==> src/rtl/out_stream_tx_if.sv <==
// rtl/out_stream_tx_if.sv - outbound result stream (valid/ready beat with last flag)
//
// Signals:
//   valid  beat valid, driven by the transmitter
//   data   beat payload, DW bits
//   last   final beat of a transfer
//   ready  downstream accept, driven by the receiver
interface out_stream_tx_if #(
    parameter int DW = 32
);
    logic          valid;
    logic [DW-1:0] data;
    logic          last;
    logic          ready;

    modport master (output valid, output data, output last, input ready);
    modport slave  (input valid, input data, input last, output ready);
endinterface

==> src/rtl/out_stream_tx.sv <==
// rtl/out_stream_tx.sv - streams ds+1 words from one output-buffer bank onto the outbound stream
//
// Ports:
//   clk_i      clock, rising edge
//   rst_i      synchronous active-high reset
//   start_i    one-cycle pulse; begins a transfer when idle
//   bank_i     buffer bank to read, sampled with start_i
//   ds_i       last word address (word count - 1), sampled with start_i
//   busy_o     transfer in progress
//   done_o     one-cycle pulse after the last beat is accepted
//   rd_en_o    buffer read strobe
//   rd_bank_o  buffer bank for the read
//   rd_a_o     buffer read address
//   rd_d_i     buffer read data, valid the cycle after rd_en_o
//   m          outbound stream (master side)
module out_stream_tx #(
    parameter int DW    = 32,
    parameter int AW    = 12,
    parameter int DEPTH = 2
) (
    input  logic                clk_i,
    input  logic                rst_i,
    input  logic                start_i,
    input  logic                bank_i,
    input  logic [AW-1:0]       ds_i,
    output logic                busy_o,
    output logic                done_o,
    output logic                rd_en_o,
    output logic                rd_bank_o,
    output logic [AW-1:0]       rd_a_o,
    input  logic [DW-1:0]       rd_d_i,
    out_stream_tx_if.master     m
);

    typedef enum logic [1:0] {
        S_IDLE,
        S_ISSUE,
        S_DRAIN
    } state_t;

    state_t          state_q;
    logic            bank_q;
    logic [AW-1:0]   ds_q;
    logic [AW-1:0]   addr_q;
    logic            done_q;

    // A read issued last cycle whose data lands in the queue this cycle.
    logic            inflight_q;
    logic            inflight_last_q;

    // Two-entry output queue; 1-bit pointers because the depth is fixed at 2.
    logic [DW-1:0]   q_data_q [2];
    logic            q_last_q [2];
    logic            head_q;
    logic            tail_q;
    logic [1:0]      count_q;
    logic [1:0]      count_d;

    logic            pop;
    logic            push;
    logic            issue;
    logic [2:0]      occ_after;

    assign pop  = (count_q != 2'd0) && m.ready;
    assign push = inflight_q;

    // Projected occupancy once the in-flight read lands and this cycle's pop
    // retires; issuing only below DEPTH guarantees the new read has a slot.
    assign occ_after = {1'b0, count_q} + {2'b00, inflight_q} - {2'b00, pop};
    assign issue     = (state_q == S_ISSUE) && (occ_after < 3'(DEPTH));

    assign count_d = count_q + {1'b0, push} - {1'b0, pop};

    assign rd_en_o   = issue;
    assign rd_bank_o = bank_q;
    assign rd_a_o    = addr_q;

    assign m.valid = (count_q != 2'd0);
    assign m.data  = q_data_q[head_q];
    assign m.last  = (count_q != 2'd0) && q_last_q[head_q];

    assign busy_o = (state_q != S_IDLE);
    assign done_o = done_q;

    always_ff @(posedge clk_i) begin
        if (rst_i) begin
            state_q         <= S_IDLE;
            bank_q          <= 1'b0;
            ds_q            <= '0;
            addr_q          <= '0;
            done_q          <= 1'b0;
            inflight_q      <= 1'b0;
            inflight_last_q <= 1'b0;
            head_q          <= 1'b0;
            tail_q          <= 1'b0;
            count_q         <= 2'd0;
            for (int i = 0; i < 2; i++) begin
                q_data_q[i] <= '0;
                q_last_q[i] <= 1'b0;
            end
        end else begin
            done_q          <= 1'b0;
            inflight_q      <= issue;
            inflight_last_q <= issue && (addr_q == ds_q);

            if (issue) begin
                addr_q <= addr_q + {{(AW-1){1'b0}}, 1'b1};
            end

            if (push) begin
                q_data_q[tail_q] <= rd_d_i;
                q_last_q[tail_q] <= inflight_last_q;
                tail_q           <= ~tail_q;
            end
            if (pop) begin
                head_q <= ~head_q;
            end
            count_q <= count_d;

            unique case (state_q)
                S_IDLE: begin
                    if (start_i) begin
                        bank_q  <= bank_i;
                        ds_q    <= ds_i;
                        addr_q  <= '0;
                        state_q <= S_ISSUE;
                    end
                end
                S_ISSUE: begin
                    // Equality stop so ds = 2^AW-1 ends without relying on wrap.
                    if (issue && (addr_q == ds_q)) begin
                        state_q <= S_DRAIN;
                    end
                end
                S_DRAIN: begin
                    if (pop && q_last_q[head_q]) begin
                        state_q <= S_IDLE;
                        done_q  <= 1'b1;
                    end
                end
                default: state_q <= S_IDLE;
            endcase
        end
    end

endmodule

==> src/flat_wrapper.sv <==
// flat-port wrapper written by rule: the top's interface ports become plain ports
module out_stream_tx_flat 
#(
    parameter int DW    = 32,
    parameter int AW    = 12,
    parameter int DEPTH = 2
)
  (clk_i, rst_i, start_i, bank_i, ds_i, busy_o, done_o, rd_en_o, rd_bank_o, rd_a_o, rd_d_i, m_valid, m_data, m_last, m_ready);
  out_stream_tx_if #(.DW(DW)) m_i ();
  input  logic clk_i;
  input  logic rst_i;
  input  logic start_i;
  input  logic bank_i;
  input  logic [AW-1:0] ds_i;
  output logic busy_o;
  output logic done_o;
  output logic rd_en_o;
  output logic rd_bank_o;
  output logic [AW-1:0] rd_a_o;
  input  logic [DW-1:0] rd_d_i;
  output wire logic [$bits(m_i.valid)-1:0] m_valid;
  output wire logic [$bits(m_i.data)-1:0] m_data;
  output wire logic [$bits(m_i.last)-1:0] m_last;
  input wire logic [$bits(m_i.ready)-1:0] m_ready;
  assign m_valid = m_i.valid;
  assign m_data = m_i.data;
  assign m_last = m_i.last;
  assign m_i.ready = m_ready;
  out_stream_tx #(.DW(DW), .AW(AW), .DEPTH(DEPTH)) u_core (.clk_i(clk_i), .rst_i(rst_i), .start_i(start_i), .bank_i(bank_i), .ds_i(ds_i), .busy_o(busy_o), .done_o(done_o), .rd_en_o(rd_en_o), .rd_bank_o(rd_bank_o), .rd_a_o(rd_a_o), .rd_d_i(rd_d_i), .m(m_i));
endmodule
==> config.mk <==
export PLATFORM = sky130hd
export DESIGN_NAME = out_stream_tx_flat
export DESIGN_NICKNAME = d
export VERILOG_FILES = /design/src/rtl/out_stream_tx_if.sv /design/src/rtl/out_stream_tx.sv /design/src/flat_wrapper.sv
export SDC_FILE = /design/constraint.sdc
export NUM_CORES = 1
export LEC_CHECK = 0
export BUFFER_PORTS_ARGS = -buffer_cell sky130_fd_sc_hd__buf_2
export CORE_MARGIN = 2
export CORE_UTILIZATION = 35
export CTS_BUF_LIST = sky130_fd_sc_hd__clkbuf_4
export DETAILED_ROUTE_END_ITERATION = 6
export HOLD_SLACK_MARGIN = 0.12
export SLEW_MARGIN = 20
export SYNTH_ARGS = -nofsm -noshare
export SYNTH_HDL_FRONTEND = slang
export SYNTH_SLANG_ARGS = --single-unit
==> constraint.sdc <==
create_clock -name clk_i -period 6.8 [get_ports clk_i]
set_clock_uncertainty 0.15 [all_clocks]
set_input_delay 0.68 -clock clk_i [delete_from_list [all_inputs] [get_ports clk_i]]
set_output_delay 0.68 -clock clk_i [all_outputs]
set_load 0.02 [all_outputs]
==> metrics.sh <==
MIN_PATH_TYPE='in -> reg'
FINAL.SETUP.TNS_NS=0
SYNTHARSTFLOPSHARE_PCT=0
WORSTREGTOREGCELLS=9
INITIAL_CORE_UTIL_PCT=36.2
MAX_SLEW.WORST_PIN.SLEW_NS=0.865
YOSYS_WARNINGS=0
ARRIVAL_TIME_OF_DATA_AT_THE_CRITICAL_PATH_ENDPOINT_NS=3.07
MAPPEDNETLISTAREA_MM2=0.00439
FRACTION_OF_FINAL_LAYOUT_CELLS_WITH_DRIVE_STRENGTH_GREATER_THAN_1_PCT=33.1
STATUS='completed'
TIMING.FMAX_MHz=256
INITIAL_DETAILED_ROUTING_VIOLATION_COUNT=118
YOSYS_MOST_USED_DFF='edfxtp_1'
TOTAL_CLOCK_BUFFERS_CREATED_BY_CTS=9
SINKS_ON_CLOCK_NET=101
H-TREE-DEPTH=3
TIMING.MAX_CAP.VIOLATIONS=0
CTS_BUFFER_DEPTH=2
CTS_HOLD_REPAIR.BUFFERS=0
CORE_AREA_MM2=0.0121
DETAILROUTE.VIA_COUNT=2968
R2R_SLACK_NS=3.33
CLK-INSERTION-DELAY-LATE_NS=0.45
AVGSYNTHCELLAREA_UM2=12.0
POSTCTSSETUPREPAIRBUFS=0
GRT_UTIL_ALL_LAYERS_PCT=14.2
PLACEMENT.IO_BUFFERS=98
NNETSFINAL=510
SYNTH.TOP_CELLS.BY_AREA='edfxtp_1 45%, dfxtp_1 16%, and2_1 10%, mux2_2 8.2%, xor2_1 2.8%'
GLOBALPLACE.CONGESTION=0.744
SYNTH.TOP_CELLS.BY_COUNT='70 x and2_1, 66 x edfxtp_1, 35 x dfxtp_1'
HOLD-PATH-CELL-COUNT=3
SYNTH_EDF_COUNT=66
POST_CTS_GATE_RESIZE_COUNT=0
GRT_PASS1_VIAS=2979
LEAKAGEPOWER_uW=0.00213
DRC_VIOLS=0
TIMING.HOLD.WORST.START='ds_i[8]'
TIMING.RR.START='u_core.count_q[1]'
R2R_END='u_core.rd_a_o[11]'
FINAL_MIN_PERIOD_OVER_CLOCK_PERIOD_PCT=57.4
GRT_PASS1_WL_UM=14500
TIMING_WORST_SETUP_PATH_TYPE='reg -> out'
YOSYS.CELL_COUNT.TOP_TYPE='and2_1'
RSZ0062_AT_GRT='false'
DETAIL_ROUTE.VIAS_PER_CELL=4.70
SYNTH.YOSYS.SEQ_AREA_SHARE_PCT=61.2
CRITICAL_PATH_PEAK_FANOUT=7
WORSTSETUPENDPOINTTYPE='primary output'
WORSTSETUPSTARTPOINTTYPE='flop'
CLK_TRANSITION_REPORTED_PATHS_NS=0.16
DIE_H_UM=116
MAXSLEWVIOLCOUNT=0
IRDROPWORSTVDD_uV=112
ROUTE.ANTENNA.REMAINING_NETS=0
SETUP_VIOLATIONS=0
PLACE.DETAILED.HPWL_UM=6040
GRT_MAX_DEGREE=35
SYNTH_LARGEST_AREA_CELL='edfxtp_1'
POST_SYNTH_NUM_CELL_TYPES=35
HOLD_PATH_END='u_core.ds_q[8]'
SYNTH_TOP_CELL_AREA_SHARE_PCT=45.2
GLOBALROUTEOVERFLOWTOTAL=0
CTS_TREE='done'
NUMBER_OF_DETAILED_ROUTING_ITERATIONS_RUN_BEFORE_ANTENNA_REPAIR=4
HOLDWS_NS=0.298
SYNTHCELLS=366
WL_PER_CELL_UM=14.6
ROOT_BUFFER='clkbuf_4'
DIE_W_UM=116
FINAL_PERIOD_MINUS_WORST_SETUP_SLACK_NS=3.90
ROUTED_WIRE_LENGTH_UM=9210
NUM_ROWS=40
SYNTH_SEQ_CELLS=101
WORST-ENDPOINT-REQUIRED_NS=5.97
POWER-PER-CELL-AREA_mW_PER_MM2=303
DIE_FOOTPRINT_MM2=0.0134
SLEW-LIMIT-HEADROOM_PCT=42.3
FINALHOLDVIOLATIONS=0
SYN_NETS=419
LAYOUT_AREA_GROWTH_OVER_SYNTHESIS_PCT=17.5
CRITICAL_PATH.STARTPOINT='u_core.count_q[1]'
IO_PINS=99
ANTENNA_VIOLATIONS_BEFORE_REPAIR=1
area by class of cell:
type	instances	area, um^2
Fill cell	1217	6960
Sequential cell	101	2680
Multi-Input combinational cell	237	1610
Timing Repair Buffer	101	513
Tap cell	168	210
Clock buffer	10	75.1
Clock inverter	6	37.5
Inverter	7	26.3
Antenna cell	1	2.50
layout by cell type (no fill, tap or decap), types with 2 or more instances in the layout:
master | synthesis | layout
nand2_1 | 31 | 31
nand4_1 | 3 | 3
mux2_2 | 32 | 32
nor3_1 | 4 | 2
edfxtp_1 | 66 | 66
dfxtp_1 | 35 | 34
inv_1 | 7 | 7
xor2_1 | 14 | 14
or4_1 | 3 | 3
clkbuf_4 | 0 | 10
buf_2 | 1 | 98
xnor2_1 | 8 | 8
clkinvlp_4 | 0 | 2
o31ai_1 | 3 | 3
nor2_1 | 15 | 15
and2_1 | 70 | 70
nand3_1 | 6 | 6
a21oi_1 | 20 | 20
nor3_2 | 0 | 2
nor2b_1 | 2 | 2
nor4_1 | 5 | 5
or2_2 | 2 | 2
buf_4 | 0 | 3
o21ai_0 | 3 | 3
or3_1 | 3 | 3
ha_1 | 3 | 3
power by group:
| part | internal [uW] | switching [uW] | total [uW] |
|---|---|---|---|
| combinational | 202 | 284 | 486 |
| sequential | 739 | 63.8 | 803 |
| clock | 77.9 | 196 | 274 |
| total | 1020 | 544 | 1560 |
metrics by stage:
step / power [uW] / instance area, um^2 / cells / util, % / setup slack [ns]
2_1_floorplan: 1150 / 4390 / 366 / - / 3.30
3_3_place_gp: 1300 / 5040 / 614 / 41.6 / 3.14
3_5_place_dp: 1310 / 5040 / 614 / 41.6 / 3.06
4_1_cts: 1580 / 5150 / 630 / 42.5 / 2.85
5_1_grt: 1660 / 5150 / 631 / 42.6 / 2.70
6_report: 1560 / 5150 / 631 / 42.6 / 2.90
layer usage:
metal,up-vias,wire length (um),global-route usage [%]
met1,1425,3970,16.5
met3,14,535,4.29
met5,-,0,0
met4,0,187,5.40
li1,1439,-,-
met2,90,4520,24.5
sequential cells by signal (all words and copies together) (netlist names), named ones only:
name	cells
u_core.inflight_q	1
u_core.rd_a_o	12
u_core.inflight_last_q	1
u_core.state_q	2
u_core.q_last_q	2
u_core.tail_q	1
u_core.q_data_q	64
u_core.head_q	1
u_core.done_o	1
u_core.count_q	2
u_core.rd_bank_o	1
u_core.ds_q	12
critical path: stages, from the launching register on:
cell and delay [ns]:
dfxtp_1 0.40, o21a_1 0.24, ha_1 0.29, inv_1 0.04, ha_1 0.18, fa_1 0.47, or3b_1 0.48, nor2_1 0.28
buf_2 0.24
how the worst max path moves through the flow:
stage / to / depth (start not counted)
floorplan: u_core.rd_a_o[11] / 11
global route: rd_en_o / 8
finish: rd_en_o / 8
detailed placement: u_core.rd_a_o[11] / 10
global placement: rd_en_o / 9
CTS: rd_en_o / 8
logic make-up after synthesis:
| family | Yosys count | synth area share [%] |
|---|---|---|
| AND/OR/NAND/NOR | 149 | 18.6 |
| flip-flops | 101 | 61.2 |
| multiplexers | 33 | 8.44 |
| AO/OA/AOI/OAI | 29 | 3.65 |
| buffers and inverters | 28 | 2.45 |
| XOR/XNOR | 22 | 4.39 |
| adder cells (fa/ha/maj) | 4 | 1.31 |
Power figures use the tool's default switching activity.
